===== src/rtl/pipe_hazard_ctrl_if.sv =====
// Hazard-control bundle between the pipeline datapath (master) and the
// stall/flush sequencer (slave).
interface pipe_hazard_ctrl_if #(
  parameter int CNT_W = 16
);
  // ID-stage operand usage
  logic [4:0]       id_rs1;
  logic [4:0]       id_rs2;
  logic             id_use_rs1;
  logic             id_use_rs2;
  // EX-stage status
  logic             ex_mem_read;
  logic [4:0]       ex_rd;
  logic             ex_redirect;
  logic             ex_halt;
  // MEM-stage handshake with data memory
  logic             mem_req;
  logic             mem_ready;
  // Pipeline-register controls
  logic             pc_write;
  logic             if_id_write;
  logic             id_ex_write;
  logic             ex_mem_write;
  logic             if_id_flush;
  logic             id_ex_flush;
  logic             mem_wb_bubble;
  // Status
  logic             halted;
  logic             mem_err;
  logic [CNT_W-1:0] stall_count;

  modport master (
    output id_rs1, id_rs2, id_use_rs1, id_use_rs2,
    output ex_mem_read, ex_rd, ex_redirect, ex_halt,
    output mem_req, mem_ready,
    input  pc_write, if_id_write, id_ex_write, ex_mem_write,
    input  if_id_flush, id_ex_flush, mem_wb_bubble,
    input  halted, mem_err, stall_count
  );

  modport slave (
    input  id_rs1, id_rs2, id_use_rs1, id_use_rs2,
    input  ex_mem_read, ex_rd, ex_redirect, ex_halt,
    input  mem_req, mem_ready,
    output pc_write, if_id_write, id_ex_write, ex_mem_write,
    output if_id_flush, id_ex_flush, mem_wb_bubble,
    output halted, mem_err, stall_count
  );
endinterface


===== src/rtl/pipe_hazard_ctrl.sv =====
// Stall/flush sequencer for the five-stage pipeline: load-use bubbles, EX
// redirects, data-memory wait/timeout, halt drain and a saturating stall counter.
module pipe_hazard_ctrl #(
  parameter int MEM_TIMEOUT  = 16,
  parameter int DRAIN_CYCLES = 2,
  parameter int CNT_W        = 16
) (
  input  logic               clk,
  input  logic               reset,
  pipe_hazard_ctrl_if.slave  hz
);

  typedef enum logic [1:0] {
    ST_RUN,
    ST_DRAIN,
    ST_HALTED
  } state_e;

  localparam logic [7:0] TIMEOUT = 8'(MEM_TIMEOUT);
  localparam logic [1:0] DRAIN_N = 2'(DRAIN_CYCLES);

  state_e           state_q, state_d;
  logic [7:0]       wcnt_q, wcnt_d;
  logic [1:0]       dcnt_q, dcnt_d;
  logic             mem_err_q, mem_err_d;
  logic [CNT_W-1:0] stall_cnt_q, stall_cnt_d;

  logic       freeze;
  logic       load_use;
  logic       stall_event;
  logic [7:0] wcnt_inc;

  logic pc_write, if_id_write, id_ex_write, ex_mem_write;
  logic if_id_flush, id_ex_flush, mem_wb_bubble;

  // A load in EX whose destination the ID instruction reads; x0 never hazards.
  assign load_use = hz.ex_mem_read && (hz.ex_rd != 5'd0) &&
                    ((hz.id_use_rs1 && (hz.id_rs1 == hz.ex_rd)) ||
                     (hz.id_use_rs2 && (hz.id_rs2 == hz.ex_rd)));

  assign freeze   = hz.mem_req && !hz.mem_ready && (state_q != ST_HALTED);
  assign wcnt_inc = wcnt_q + 8'd1;

  // NOTE: every signal assigned in this block gets a default first, so no
  // path leaves a value unassigned and no latch is inferred.
  always_comb begin
    state_d       = state_q;
    wcnt_d        = 8'd0;
    dcnt_d        = dcnt_q;
    mem_err_d     = mem_err_q;
    stall_event   = 1'b0;
    pc_write      = 1'b1;
    if_id_write   = 1'b1;
    id_ex_write   = 1'b1;
    ex_mem_write  = 1'b1;
    if_id_flush   = 1'b0;
    id_ex_flush   = 1'b0;
    mem_wb_bubble = 1'b0;

    if (!reset) begin
      pc_write      = 1'b0;
      if_id_write   = 1'b0;
      id_ex_write   = 1'b0;
      ex_mem_write  = 1'b0;
      if_id_flush   = 1'b1;
      id_ex_flush   = 1'b1;
      mem_wb_bubble = 1'b1;
    end else if (state_q == ST_HALTED) begin
      pc_write      = 1'b0;
      if_id_write   = 1'b0;
      id_ex_write   = 1'b0;
      ex_mem_write  = 1'b0;
      if_id_flush   = 1'b1;
      id_ex_flush   = 1'b1;
      mem_wb_bubble = 1'b1;
    end else if (freeze) begin
      // Whole pipe holds; MEM/WB gets a bubble so WB never retires twice.
      pc_write      = 1'b0;
      if_id_write   = 1'b0;
      id_ex_write   = 1'b0;
      ex_mem_write  = 1'b0;
      mem_wb_bubble = 1'b1;
      stall_event   = 1'b1;
      wcnt_d        = wcnt_inc;
      if (wcnt_inc == TIMEOUT) begin
        mem_err_d = 1'b1;
        state_d   = ST_HALTED;
      end
    end else if (state_q == ST_DRAIN) begin
      pc_write    = 1'b0;
      if_id_flush = 1'b1;
      id_ex_flush = 1'b1;
      dcnt_d      = dcnt_q - 2'd1;
      if (dcnt_q == 2'd1) begin
        state_d = ST_HALTED;
      end
    end else if (hz.ex_halt) begin
      pc_write    = 1'b0;
      if_id_flush = 1'b1;
      id_ex_flush = 1'b1;
      state_d     = ST_DRAIN;
      dcnt_d      = DRAIN_N;
    end else if (hz.ex_redirect) begin
      // The ID instruction is discarded anyway, so a pending load-use is moot.
      if_id_flush = 1'b1;
      id_ex_flush = 1'b1;
    end else if (load_use) begin
      pc_write    = 1'b0;
      if_id_write = 1'b0;
      id_ex_flush = 1'b1;
      stall_event = 1'b1;
    end
  end

  always_comb begin
    stall_cnt_d = stall_cnt_q;
    if (stall_event && (stall_cnt_q != {CNT_W{1'b1}})) begin
      stall_cnt_d = stall_cnt_q + 1'b1;
    end
  end

  // NOTE: state registers use non-blocking assignments so every flop samples
  // its _d value from before the edge, independent of statement order.
  always_ff @(posedge clk) begin
    if (!reset) begin
      state_q     <= ST_RUN;
      wcnt_q      <= 8'd0;
      dcnt_q      <= 2'd0;
      mem_err_q   <= 1'b0;
      stall_cnt_q <= '0;
    end else begin
      state_q     <= state_d;
      wcnt_q      <= wcnt_d;
      dcnt_q      <= dcnt_d;
      mem_err_q   <= mem_err_d;
      stall_cnt_q <= stall_cnt_d;
    end
  end

  assign hz.pc_write      = pc_write;
  assign hz.if_id_write   = if_id_write;
  assign hz.id_ex_write   = id_ex_write;
  assign hz.ex_mem_write  = ex_mem_write;
  assign hz.if_id_flush   = if_id_flush;
  assign hz.id_ex_flush   = id_ex_flush;
  assign hz.mem_wb_bubble = mem_wb_bubble;
  assign hz.halted        = (state_q == ST_HALTED);
  assign hz.mem_err       = mem_err_q;
  assign hz.stall_count   = stall_cnt_q;

  // A stopped pipeline must never advance, and a timeout always stops it.
  a_halted_frozen: assert property (@(posedge clk) disable iff (!reset)
    (state_q == ST_HALTED) |-> (!pc_write && !if_id_write && !id_ex_write && !ex_mem_write));
  a_err_halts: assert property (@(posedge clk) disable iff (!reset)
    mem_err_q |-> (state_q == ST_HALTED));
  a_drain_cnt: assert property (@(posedge clk) disable iff (!reset)
    (state_q == ST_DRAIN) |-> (dcnt_q != 2'd0));

endmodule


===== src/flat_wrapper.sv =====
// flat-port wrapper written by rule: the top's interface ports become plain ports
module pipe_hazard_ctrl_flat 
#(
  parameter int MEM_TIMEOUT  = 16,
  parameter int DRAIN_CYCLES = 2,
  parameter int CNT_W        = 16
)
  (clk, reset, hz_id_rs1, hz_id_rs2, hz_id_use_rs1, hz_id_use_rs2, hz_ex_mem_read, hz_ex_rd, hz_ex_redirect, hz_ex_halt, hz_mem_req, hz_mem_ready, hz_pc_write, hz_if_id_write, hz_id_ex_write, hz_ex_mem_write, hz_if_id_flush, hz_id_ex_flush, hz_mem_wb_bubble, hz_halted, hz_mem_err, hz_stall_count);
  pipe_hazard_ctrl_if #(.CNT_W(CNT_W)) hz_i ();
  input  logic clk;
  input  logic reset;
  input wire logic [$bits(hz_i.id_rs1)-1:0] hz_id_rs1;
  input wire logic [$bits(hz_i.id_rs2)-1:0] hz_id_rs2;
  input wire logic [$bits(hz_i.id_use_rs1)-1:0] hz_id_use_rs1;
  input wire logic [$bits(hz_i.id_use_rs2)-1:0] hz_id_use_rs2;
  input wire logic [$bits(hz_i.ex_mem_read)-1:0] hz_ex_mem_read;
  input wire logic [$bits(hz_i.ex_rd)-1:0] hz_ex_rd;
  input wire logic [$bits(hz_i.ex_redirect)-1:0] hz_ex_redirect;
  input wire logic [$bits(hz_i.ex_halt)-1:0] hz_ex_halt;
  input wire logic [$bits(hz_i.mem_req)-1:0] hz_mem_req;
  input wire logic [$bits(hz_i.mem_ready)-1:0] hz_mem_ready;
  output wire logic [$bits(hz_i.pc_write)-1:0] hz_pc_write;
  output wire logic [$bits(hz_i.if_id_write)-1:0] hz_if_id_write;
  output wire logic [$bits(hz_i.id_ex_write)-1:0] hz_id_ex_write;
  output wire logic [$bits(hz_i.ex_mem_write)-1:0] hz_ex_mem_write;
  output wire logic [$bits(hz_i.if_id_flush)-1:0] hz_if_id_flush;
  output wire logic [$bits(hz_i.id_ex_flush)-1:0] hz_id_ex_flush;
  output wire logic [$bits(hz_i.mem_wb_bubble)-1:0] hz_mem_wb_bubble;
  output wire logic [$bits(hz_i.halted)-1:0] hz_halted;
  output wire logic [$bits(hz_i.mem_err)-1:0] hz_mem_err;
  output wire logic [$bits(hz_i.stall_count)-1:0] hz_stall_count;
  assign hz_i.id_rs1 = hz_id_rs1;
  assign hz_i.id_rs2 = hz_id_rs2;
  assign hz_i.id_use_rs1 = hz_id_use_rs1;
  assign hz_i.id_use_rs2 = hz_id_use_rs2;
  assign hz_i.ex_mem_read = hz_ex_mem_read;
  assign hz_i.ex_rd = hz_ex_rd;
  assign hz_i.ex_redirect = hz_ex_redirect;
  assign hz_i.ex_halt = hz_ex_halt;
  assign hz_i.mem_req = hz_mem_req;
  assign hz_i.mem_ready = hz_mem_ready;
  assign hz_pc_write = hz_i.pc_write;
  assign hz_if_id_write = hz_i.if_id_write;
  assign hz_id_ex_write = hz_i.id_ex_write;
  assign hz_ex_mem_write = hz_i.ex_mem_write;
  assign hz_if_id_flush = hz_i.if_id_flush;
  assign hz_id_ex_flush = hz_i.id_ex_flush;
  assign hz_mem_wb_bubble = hz_i.mem_wb_bubble;
  assign hz_halted = hz_i.halted;
  assign hz_mem_err = hz_i.mem_err;
  assign hz_stall_count = hz_i.stall_count;
  pipe_hazard_ctrl #(.MEM_TIMEOUT(MEM_TIMEOUT), .DRAIN_CYCLES(DRAIN_CYCLES), .CNT_W(CNT_W)) u_core (.clk(clk), .reset(reset), .hz(hz_i));
endmodule

===== config.mk =====
export PLATFORM = sky130hd
export DESIGN_NAME = pipe_hazard_ctrl_flat
export DESIGN_NICKNAME = d
export VERILOG_FILES = /design/src/rtl/pipe_hazard_ctrl_if.sv /design/src/rtl/pipe_hazard_ctrl.sv /design/src/flat_wrapper.sv
export SDC_FILE = /design/constraint.sdc
export NUM_CORES = 1
export LEC_CHECK = 0
export BUFFER_PORTS_ARGS = -buffer_cell sky130_fd_sc_hd__buf_4
export CORE_ASPECT_RATIO = 0.7
export CORE_MARGIN = 3
export CORE_UTILIZATION = 46
export DETAILED_ROUTE_END_ITERATION = 10
export GPL_TIMING_DRIVEN = 0
export PLACE_DENSITY = 0.76
export SYNTH_ARGS = -nofsm -noshare
export SYNTH_HDL_FRONTEND = slang
export SYNTH_SLANG_ARGS = --single-unit
export TNS_END_PERCENT = 1

===== constraint.sdc =====
create_clock -name clk -period 1.5 [get_ports clk]
set_input_delay 0.075 -clock clk [delete_from_list [all_inputs] [get_ports clk]]
set_output_delay 0.075 -clock clk [all_outputs]
set_load 0.01 [all_outputs]

-- Word-level counts from Yosys, hierarchy flattened
Cells that the tools add are included.
- add/subtract/negate cells: 3
- eq/ne operators: 10
- muxes and demuxes: 44
- bitwise gates (word level): 3
- reductions and logical operators: 16
- operators with widths (operator ; number):
    $mux W1 ; 37
    $add A16 B1 Y16 const B ; 1
    $ne A16 B16 Y1 const B ; 1
    $mux W2 ; 7
    $eq A5 B5 Y1 ; 2
    $add A8 B1 Y8 const B ; 1
    $eq A8 B5 Y1 const B ; 1
    $logic_and A1 B1 Y1 ; 7
    $reduce_and A3 Y1 ; 2
    $reduce_bool A5 Y1 ; 1
    $eq A2 B1 Y1 const B ; 2
    $ne A2 B2 Y1 const B ; 2
    $reduce_and A4 Y1 ; 1
    $ne A3 B2 Y1 const B ; 1
    $not A1 Y1 ; 3
    $reduce_bool A3 Y1 ; 1
    $reduce_or A3 Y1 ; 1
    $eq A2 B2 Y1 const B ; 1
    $reduce_bool A2 Y1 ; 1
    $sub A2 B1 Y2 const B ; 1
    $logic_not A1 Y1 ; 1
    $logic_or A1 B1 Y1 ; 1
- register bits: 29
- input bits: 24
- word-level logic and storage cells: 81

-- Longest topological paths before layout
- depth after elaboration: 12
- mapped depth: 8
- mapped depth without buffers: 7

-- Least setup slack after synthesis
Ideal clock, no wire load.
- path kind: reg-to-reg
- start: register u_core.stall_cnt_q[0] (netlist: u_core.hz.stall_count[0])
- end: register u_core.stall_cnt_q[11] (netlist: u_core.hz.stall_count[11])
- library setup time: 70 ps
- data arrival time: 1631 ps
- required time: 1430 ps
- path slack: -201 ps
- cell stages (with the launch flop): 8
- period minus slack after synthesis: 1701 ps
- cell sequence: dfxtp_1 ha_1 nand4_1 nor4_1 nor4_2 nand3_2 or3_1 a21boi_1
- cells in the longest elaborated chain, start to end: 2
- elaborated cells on any way between the ends: 3
- classes of those cells: add/sub: 1; eq/ne: 1; reduce/logical: 1
- RTL lines (item ; RTL line ; source):
    start, declared ; pipe_hazard_ctrl.sv:26 ; logic [CNT_W-1:0] stall_cnt_q, stall_cnt_d;
    start signal, assigned ; pipe_hazard_ctrl.sv:136 ; stall_cnt_q <= stall_cnt_d;
    parallel branches: the longest is 2 deep, another holds $add A16 B1 Y16 ; - ;
Several ways; the timed one is not identified.
A chain may end at the register's enable or synchronous reset.

-- Final worst setup path
- start: register u_core.stall_cnt_q[4] (netlist: u_core.hz.stall_count[4])
- end: register u_core.stall_cnt_q[13] (netlist: u_core.hz.stall_count[13])
The elaborated chain is that of the path after synthesis.

==> flow_metrics.py <==
metrics = {
    "run_status": {
        "outcome": "finished, violations left",
        "violations": "setup timing",
    },
    "clocking": {
        "root_buffer": "clkbuf_8",
        "htree_levels": 2,
        "cts_tree": "done",
        "cts.sinks": 29,
        "clkSlewWorstSetupHoldPaths_ps": 60,
        "clock_latency_ps": 290,
        "cts_hold_buf": 0,
        "cts_buffer_depth": 2,
        "numCtsBuffers": 5,
    },
    "synthesis": {
        "synth-edff-count": 0,
        "yosys_warnings": 0,
        "synthCells": 194,
        "syn-num-nets": 221,
        "synthArstFlopShare": 0,
        "synth_area_per_cell_um2": 8.25,
        "netlist_area_mm2": 0.00160,
        "yosys_register_bits": 29,
        "ys_types": 40,
        "synth_flop_cell": "dfxtp_1",
        "seq_area_frac_synth": 0.363,
    },
    "min_path": {
        "whs_path_depth": 3,
        "hold_path.class": "primary input to flip-flop",
        "min_from": "reset",
        "min_to": "u_core.hz.stall_count[3]",
    },
    "sta": {
        "setup_slack_ps": -274,
        "finClkSkew_ps": 3.97,
        "final_max_slew_viol_count": 0,
        "tightest_slew_ps": 483,
        "setup_tns_ps": -3040,
        "grt_setup_unrepaired": "true",
        "fmaxAchievable_ghz": 0.564,
        "fin_crit_sh": 1.18,
        "final_hold_viol_count": 0,
        "finalSetupViolations": 19,
        "slew_headroom": 0.678,
        "period_minus_slack_ps": 1770,
    },
    "detailed_routing": {
        "detail_route.wl_per_cell_um": 13.2,
        "drt_wl_total_um": 4040,
        "drtIter0Drc": 104,
        "num_vias": 1627,
        "drtAntennaViolNets": 0,
        "drc_errors": 0,
        "drtPass1Iterations": 5,
        "viasPerCell": 5.30,
    },
    "place": {
        "dp_hpwl_um": 2820,
        "portBuffers": 48,
        "globalplace.congestion": 0.781,
        "placed_area_mm2": 0.00209,
    },
    "worst_setup_path": {
        "r2r-end": "u_core.hz.stall_count[13]",
        "crit_arrival_ps": 2000,
        "rr_worst_depth": 6,
        "path_max_fanout": 7,
        "crit_path_frequent_cell": "nand3_4",
        "start_kind": "flip-flop",
        "setup.worst_path.end_class": "flip-flop",
        "slowest_stage": "or3_4",
        "rr_startpoint": "u_core.hz.stall_count[4]",
        "ff2ff_setup_slack_ps": -270,
        "cpPeakStageDelay_ps": 400,
        "cp.required_ps": 1720,
        "path_class": "flip-flop to flip-flop",
        "cp_cell_sequence": "nand3_4 > or2_4 > nor4_4 > nand3_4 > or3_4 > a21boi_2",
    },
    "power_and_ir_drop": {
        "ir_worst_vdd_v": 0.000423,
        "power.total_mw": 1.67,
        "p_per_area_mw_per_mm2": 705,
        "p_leak_nw": 0.886,
    },
    "finish": {
        "fill_cells": 263,
        "seq_area_um2": 608,
        "layout_common_cells": "buf_4, dfxtp_1, nor2_1",
        "diodes": 0,
        "syn_to_final_growth_pct": 47.7,
        "layout_commonest_cell": "buf_4",
        "drive_above_1_share": 0.408,
        "multi_input_area_mm2": 0.00111,
        "fin_area_mm2": 0.00236,
        "nets": 286,
    },
    "global_route": {
        "grt_pass1_wl_um": 6690,
        "grt_max_degree": 11,
        "antenna_found_initial": 0,
        "global_route.usage.total": 0.196,
        "overflow": 0,
        "grt_pass1_vias": 1484,
    },
    "die": {
        "die_w_um": 76.5,
        "die-height_um": 55.4,
        "initial_core_util": 0.495,
        "ios": 49,
        "rows": 17,
        "die_area_mm2": 0.00423,
        "fp.coreArea_mm2": 0.00323,
    },
    "job": {
        "maxCapViolCount": 0,
    },
}
==> worst max-delay path by stage <==
stage,start,endpoint,depth (start not counted)
after global routing,u_core.hz.stall_count[12],u_core.hz.stall_count[6],7
final,u_core.hz.stall_count[4],u_core.hz.stall_count[13],6
after floorplan,u_core.hz.stall_count[1],u_core.hz.stall_count[3],8
after detailed placement,u_core.state_q[0],u_core.hz.stall_count[8],6
after global placement,u_core.state_q[0],u_core.hz.stall_count[12],6
after CTS,u_core.hz.stall_count[2],u_core.hz.stall_count[13],6
==> worst max-delay path: cells and delay by family, from the launching register on <==
kind | cells | cell delay (ps)
simple gates | 5 | 1220
compound gates | 1 | 130
flops | 1 | 370
==> stage by stage <==
| stage | util | setup slack, ps | std cells | hold WS [ps] |
|---|---|---|---|---|
| after floorplan | - | -116 | 194 | 204 |
| after global placement | 0.645 | -280 | 289 | 382 |
| after detailed placement | 0.645 | -313 | 289 | 388 |
| after CTS | 0.692 | -222 | 299 | 84.2 |
| after global routing | 0.731 | -364 | 307 | 114 |
| final | 0.731 | -274 | 307 | 101 |
==> layout make-up <==
cell class              count  area share
plain buffers               5      0.0127
multi-input cells         150       0.469
repair buffers             58       0.184
well taps                  47      0.0249
inverters                  10      0.0159
flip-flops and latches     29       0.257
clock buffers               5      0.0291
clock inverters             3     0.00688
==> cells by family (layout without fill, tap and decap cells) <==
logic type / after synthesis / in the layout / synth area share
AND/OR/NAND/NOR: 89 / 89 / 0.299
flip-flops: 29 / 29 / 0.363
multiplexers: 2 / 2 / 0.0125
AO/OA/AOI/OAI: 38 / 38 / 0.163
adder cells (fa/ha/maj): 3 / 3 / 0.0235
XOR/XNOR: 18 / 18 / 0.0985
buffers and inverters: 15 / 81 / 0.0399
==> flip-flops by register name, indices dropped and copies added (netlist names) <==
name / flops
u_core.state_q: 2
u_core.hz.stall_count: 16
u_core.dcnt_q: 2
u_core.wcnt_q: 8
u_core.hz.mem_err: 1
==> report_power, final <==
part	total, mW	leakage (nW)	internal [mW]	switching [mW]
clock	0.627	0.0482	0.320	0.307
sequential	0.787	0.241	0.774	0.0132
combinational	0.252	0.597	0.131	0.122
total	1.67	0.886	1.22	0.442
==> metal layers <==
layer,track usage,part of all wire
met1,0.271,0.47
met2,0.275,0.45
met3,0.0603,0.063
met4,0.0956,0.012
met5,0,0
==> cell usage after synthesis (4+ instances only) <==
master	n	area, µm²
o21ai_0	12	60.1
nor3_1	7	35.0
dfxtp_1	29	581
nand4_1	6	37.5
or3_1	9	56.3
and2_1	5	31.3
inv_1	10	37.5
o31ai_1	4	30.0
nand2_1	14	52.6
a21boi_1	7	52.6
nor2_1	19	71.3
xnor2_1	16	140
nand3_1	11	55.1
==> timing repair <==
action,4_1_cts,5_1_grt
pin swaps,8,12
endpoints found under the setup margin,25,23
resized for setup,17,16
buffers inserted,2,8
No activity file was read; power rests on OpenSTA's default activity.
